[src/rtl/imem_dmem_arbiter_pkg.sv]
// Shared types for the instruction/data memory port arbiter.
package imem_dmem_arbiter_pkg;

  typedef enum logic [1:0] {
    IDLE  = 2'd0,
    FETCH = 2'd1,
    DATA  = 2'd2,
    DONE  = 2'd3
  } arb_state_e;

  // Starvation count width; STARVE_MAX must fit, so it is limited to 255.
  localparam int unsigned STARVE_W = 8;

endpackage

[src/rtl/imem_dmem_arbiter_starve_cnt.sv]
// Saturating count of consecutive data grants taken while a fetch was waiting.
module arb_starve_cnt
  import imem_dmem_arbiter_pkg::*;
#(
  parameter int unsigned STARVE_MAX = 4
) (
  input  logic                clk,
  input  logic                reset,
  input  logic                inc,
  input  logic                clr,
  output logic                at_max,
  output logic [STARVE_W-1:0] count
);

  logic [STARVE_W-1:0] count_q;

  assign at_max = (count_q == STARVE_W'(STARVE_MAX));
  assign count  = count_q;

  // clr wins over inc so that a fetch grant always restarts the count.
  always_ff @(posedge clk) begin
    if (reset) begin
      count_q <= '0;
    end else if (clr) begin
      count_q <= '0;
    end else if (inc && !at_max) begin
      count_q <= count_q + STARVE_W'(1);
    end
  end

endmodule

[src/rtl/imem_dmem_arbiter.sv]
// Shares one single-ported memory between instruction fetch and load/store,
// with data priority and a forced fetch after STARVE_MAX back-to-back data grants.
module imem_dmem_arbiter
  import imem_dmem_arbiter_pkg::*;
#(
  parameter int unsigned ADDR_W     = 8,
  parameter int unsigned DATA_W     = 32,
  parameter int unsigned STARVE_MAX = 4
) (
  input  logic                clk,
  input  logic                reset,
  input  logic                if_req,
  input  logic [ADDR_W-1:0]   if_addr,
  output logic [DATA_W-1:0]   if_rdata,
  output logic                if_ready,
  input  logic                dm_read,
  input  logic                dm_write,
  input  logic [ADDR_W-1:0]   dm_addr,
  input  logic [DATA_W-1:0]   dm_wdata,
  output logic [DATA_W-1:0]   dm_rdata,
  output logic                dm_ready,
  output logic                stall_if,
  output logic                stall_mem,
  output logic                mem_req,
  output logic                mem_we,
  output logic [ADDR_W-1:0]   mem_addr,
  output logic [DATA_W-1:0]   mem_wdata,
  input  logic [DATA_W-1:0]   mem_rdata,
  input  logic                mem_ack,
  output arb_state_e          dbg_state_o,
  output logic [STARVE_W-1:0] dbg_starve_o
);

  // Handshakes: requesters hold if_req / dm_read / dm_write (and their address and
  // data) until their one-cycle ready pulse. Toward memory, mem_req and every mem_*
  // output stay stable from grant until the cycle mem_ack is high; mem_rdata is
  // sampled only in that cycle, and mem_ack outside FETCH/DATA is ignored.

  arb_state_e          state_q;
  logic                mem_req_q, mem_we_q;
  logic [ADDR_W-1:0]   mem_addr_q;
  logic [DATA_W-1:0]   mem_wdata_q, if_rdata_q, dm_rdata_q;
  logic                if_ready_q, dm_ready_q;

  logic dm_req, at_max, grant_data, grant_fetch, starve_inc, starve_clr;
  logic [STARVE_W-1:0] starve_count;

  assign dm_req      = dm_read | dm_write;
  assign grant_data  = (state_q == IDLE) && dm_req && !(if_req && at_max);
  assign grant_fetch = (state_q == IDLE) && !grant_data && if_req;
  assign starve_inc  = grant_data && if_req;
  assign starve_clr  = grant_fetch || ((state_q == IDLE) && !if_req);

  arb_starve_cnt #(
    .STARVE_MAX(STARVE_MAX)
  ) u_starve (
    .clk   (clk),
    .reset (reset),
    .inc   (starve_inc),
    .clr   (starve_clr),
    .at_max(at_max),
    .count (starve_count)
  );

  always_ff @(posedge clk) begin
    if (reset) begin
      state_q     <= IDLE;
      mem_req_q   <= 1'b0;
      mem_we_q    <= 1'b0;
      mem_addr_q  <= '0;
      mem_wdata_q <= '0;
      if_rdata_q  <= '0;
      dm_rdata_q  <= '0;
      if_ready_q  <= 1'b0;
      dm_ready_q  <= 1'b0;
    end else begin
      if_ready_q <= 1'b0;
      dm_ready_q <= 1'b0;
      case (state_q)
        IDLE: begin
          if (grant_data) begin
            // A simultaneous read and write is served as a write.
            state_q     <= DATA;
            mem_req_q   <= 1'b1;
            mem_we_q    <= dm_write;
            mem_addr_q  <= dm_addr;
            mem_wdata_q <= dm_wdata;
          end else if (grant_fetch) begin
            state_q    <= FETCH;
            mem_req_q  <= 1'b1;
            mem_we_q   <= 1'b0;
            mem_addr_q <= if_addr;
          end
        end
        FETCH: begin
          if (mem_ack) begin
            state_q    <= DONE;
            mem_req_q  <= 1'b0;
            if_rdata_q <= mem_rdata;
            if_ready_q <= 1'b1;
          end
        end
        DATA: begin
          if (mem_ack) begin
            state_q    <= DONE;
            mem_req_q  <= 1'b0;
            dm_ready_q <= 1'b1;
            if (!mem_we_q) begin
              dm_rdata_q <= mem_rdata;
            end
          end
        end
        // DONE gives the requester one cycle to drop its request before re-arbitration.
        DONE:    state_q <= IDLE;
        default: state_q <= IDLE;
      endcase
    end
  end

  assign mem_req      = mem_req_q;
  assign mem_we       = mem_we_q;
  assign mem_addr     = mem_addr_q;
  assign mem_wdata    = mem_wdata_q;
  assign if_rdata     = if_rdata_q;
  assign dm_rdata     = dm_rdata_q;
  assign if_ready     = if_ready_q;
  assign dm_ready     = dm_ready_q;
  assign stall_if     = if_req & ~if_ready_q;
  assign stall_mem    = dm_req & ~dm_ready_q;
  assign dbg_state_o  = state_q;
  assign dbg_starve_o = starve_count;

endmodule

[config.mk]
export PLATFORM = sky130hd
export DESIGN_NAME = imem_dmem_arbiter
export DESIGN_NICKNAME = d
export VERILOG_FILES = /design/src/rtl/imem_dmem_arbiter_pkg.sv /design/src/rtl/imem_dmem_arbiter_starve_cnt.sv /design/src/rtl/imem_dmem_arbiter.sv
export SDC_FILE = /design/constraint.sdc
export NUM_CORES = 1
export LEC_CHECK = 0
export CAP_MARGIN = 30
export CORE_ASPECT_RATIO = 1.4
export CORE_MARGIN = 1
export CORE_UTILIZATION = 41
export DETAILED_ROUTE_END_ITERATION = 6
export PLACE_DENSITY = 0.8
export SYNTH_ARGS = -nofsm -noshare
export SYNTH_HDL_FRONTEND = slang
export SYNTH_SLANG_ARGS = --single-unit
[constraint.sdc]
create_clock -name clk -period 2 [get_ports clk]
set_input_delay 0.4 -clock clk [delete_from_list [all_inputs] [get_ports clk]]
set_output_delay 0.4 -clock clk [all_outputs]
set_load 0.05 [all_outputs]
==> results.json <==
{
  "run_status": "complete, no violations",
  "utilization_pct": 70.6,
  "r2r_cells": 8,
  "drt_iter0_markers": 151,
  "max_freq_mhz": 509,
  "cellPowerDensity_mw_per_mm2": 1410,
  "drt_pre_antenna_iters": 4,
  "insertion_delay_ns": 0.41,
  "drv_slew": 0,
  "track_usage_pct": 23.8,
  "fp.dieArea_mm2": 0.0111,
  "cts_buffers": 17,
  "skew_ns": 0.00572,
  "place_ws_ns": -0.0899,
  "clk_pin_slew_ns": 0.05,
  "reg2reg_from": "dbg_state_o[0]",
  "total_power_mw": 10.3,
  "peakVddDrop_v": 0.000785,
  "portBuffers": 205,
  "crit_start": "dm_rdata[5]",
  "yosys.area.top_type": "dfxtp_1",
  "cap_violations": 0,
  "gp_congestion": 0.833,
  "routedWlPerCell_um": 14.7,
  "antenna_found_initial": 0,
  "critPathSlowestCell": "clkdlybuf4s50_1",
  "drc": 0,
  "cp-end-kind": "primary output",
  "fin_nets": 843,
  "p_int_mw": 6.23,
  "setup_violations": 0,
  "mostFrequentLayoutCells": "208 x nand2_1, 173 x clkdlybuf4s50_1, 117 x dfxtp_1, 102 x a21oi_1, 23 x buf_4",
  "crit_arrival_ns": 1.57,
  "cp.depth": 1,
  "area_growth_pct": 67.4,
  "power.share.sequential_pct": 29.2,
  "ys_async_sr_fraction_pct": 0,
  "p_comb_share_pct": 41.7,
  "final_layout_size_suffix_gt1_share_pct": 9.28,
  "timing.final.crit_period_ns": 1.97,
  "synth-seq-area-share_pct": 54.1,
  "path_buf_inv": 1,
  "hp-class": "in -> reg",
  "power_leakage_nw": 3.00,
  "switching_power_mw": 4.07,
  "synthTopCellsByArea": "dfxtp_1 54%, nand2_1 18%, a21oi_1 12%, mux2i_1 2.1%, clkbuf_1 2.0%",
  "final.period_utilization_pct": 98.3,
  "grt_pass1_wl_um": 20100,
  "grt_start_max_net_pins": 54,
  "viasPerCell": 4.97,
  "holdWs_ns": 0.372,
  "overflow": 0,
  "fin_tns_setup_ns": 0,
  "avgSynthCellArea_um2": 8.01,
  "via_count": 4484,
  "core_area_mm2": 0.0103,
  "cpPeakStageDelay_ns": 0.83,
  "htree_num_levels": 4,
  "synth_edf_count": 0,
  "hold_viol_final": 0,
  "layout_commonest_cell": "nand2_1",
  "wl_um": 13300,
  "post_cts_buffers": 0,
  "synth_top_cell_area_share_pct": 54.1,
  "synth_fp_nets": 636,
  "critPathKind": "reg -> out",
  "n_antenna_cell": 0,
  "yosys.cell_types.count": 35,
  "crit_required_ns": 1.60,
  "timing.slew.headroom_pct": 62.6,
  "synth_area_mm2": 0.00436,
  "endpoint": "dm_rdata[5]",
  "die_w_um": 89.2,
  "ant_nets": 0,
  "syn_inst": 545,
  "wl_met1_um": 4990,
  "ys_warn_count": 0,
  "clockBufferDepth": 2,
  "worst_slew_pin_slew_ns": 0.560,
  "wl_met3_um": 1330,
  "dp_hpwl_um": 9410,
  "die_h_um": 124,
  "boundaryPins": 206,
  "dr_wl_met2_um": 6660,
  "start_util_pct": 42.2,
  "cts_tree": "done",
  "clkPwrFrac_pct": 29.1,
  "r2r_setup_slack_ns": 0.24,
  "cts_root_buffer": "clkbuf_16",
  "critical_path.top_delay_family": "buffers and inverters",
  "synth-seq-cells": 118,
  "first_global_vias": 4261,
  "worstPathCellList": "clkdlybuf4s50_1",
  "path_max_fanout": 2,
  "num_rows": 44,
  "cts.sinks": 118,
  "setup_ws_ns": 0.0336,
  "crit_path_start_kind": "register",
  "switching_share_pct": 39.5,
  "ys.flop_type": "dfxtp_1",
  "r2r_end": "mem_wdata[31]",
  "top_layer_used": "met4"
}
repair_timing:
action	4_1_cts	5_1_grt
resized for setup	3	17
endpoints found under the setup margin	3	17
endpoints found under the hold margin	0	0
hold buffers	0	0
state kept, by name, indices dropped and copies added (netlist names):
signal / count
dbg_state_o: 2
dm_rdata: 32
dm_ready: 1
if_rdata: 32
if_ready: 1
mem_addr: 8
mem_req: 1
mem_wdata: 32
mem_we: 1
u_starve.count: 8
logic make-up after synthesis:
logic type | Yosys count | synth area share (%)
simple gates | 239 | 21.8
compound gates | 124 | 15.1
flops | 118 | 54.1
buf+inv | 45 | 4.42
mux | 9 | 2.06
xor+xnor | 5 | 1.00
fa+ha+maj | 5 | 1.43
worst min-delay path by stage:
stage                 start             to  slack (ns)  depth (start not counted)
4_1_cts               reset       if_ready        0.35                          2
6_report              reset       if_ready        0.37                          2
5_1_grt               reset       dm_ready        0.37                          2
2_1_floorplan  dm_wdata[10]  mem_wdata[10]        0.54                          2
3_5_place_dp    mem_addr[7]    mem_addr[7]        0.44                          2
3_3_place_gp    mem_addr[4]    mem_addr[4]        0.44                          2
worst reg2reg max path: stages, from the launching register on:
cell and delay, ns:
dfxtp_1 0.38, inv_1 0.08, ha_1 0.25, o21ai_0 0.23, buf_4 0.20, a21o_1 0.12
buf_12 0.19, nand2_1 0.10, a21oi_1 0.15
per-stage QoR:
stage / cells / area (um^2)
floorplan: 545 / 4360
global placement: 871 / 6670
detailed placement: 871 / 6670
CTS: 903 / 7260
global route: 903 / 7300
finish: 903 / 7300
power by group through the flow:
| stage | Sequential (mW) | Combinational [mW] | Clock, mW |
|---|---|---|---|
| after floorplan | 4.50 | 1.28 | 0 |
| after detailed placement | 3.06 | 4.30 | 0 |
| after global placement | 3.05 | 4.23 | 0 |
| after CTS | 3.02 | 4.31 | 3.03 |
| after global routing | 3.06 | 4.57 | 3.14 |
| final | 3.01 | 4.30 | 3.00 |
per-layer routing:
metal,GRT usage (%),vias to the layer above
met3,9.87,31
met5,0,-
li1,-,2196
met2,40.9,215
met1,25.2,2042
met4,10.1,0
cell type report:
class                   instances  area [um^2]
clock buffers                  21          470
fillers                       790         3050
flip-flops and latches        118         2360
multi-input cells             382         1820
well taps                     138          173
repair buffers                225         2320
clock inverters                11          124
inverters                       8         30.0
cells in the mapped netlist (2+ instances only):
master    number
nand3_1        2
ha_1           5
inv_1          8
mux2i_1        9
o21ai_1        8
nor2_1        14
nor2b_1        2
buf_2          4
nand2_1      208
nor3_1         3
xnor2_1        5
clkbuf_1      23
buf_4          5
buf_1          5
or2_2          3
a211oi_1       2
o21ai_0        3
a21oi_1      102
dfxtp_1      118
Power figures use the tool's default switching activity.
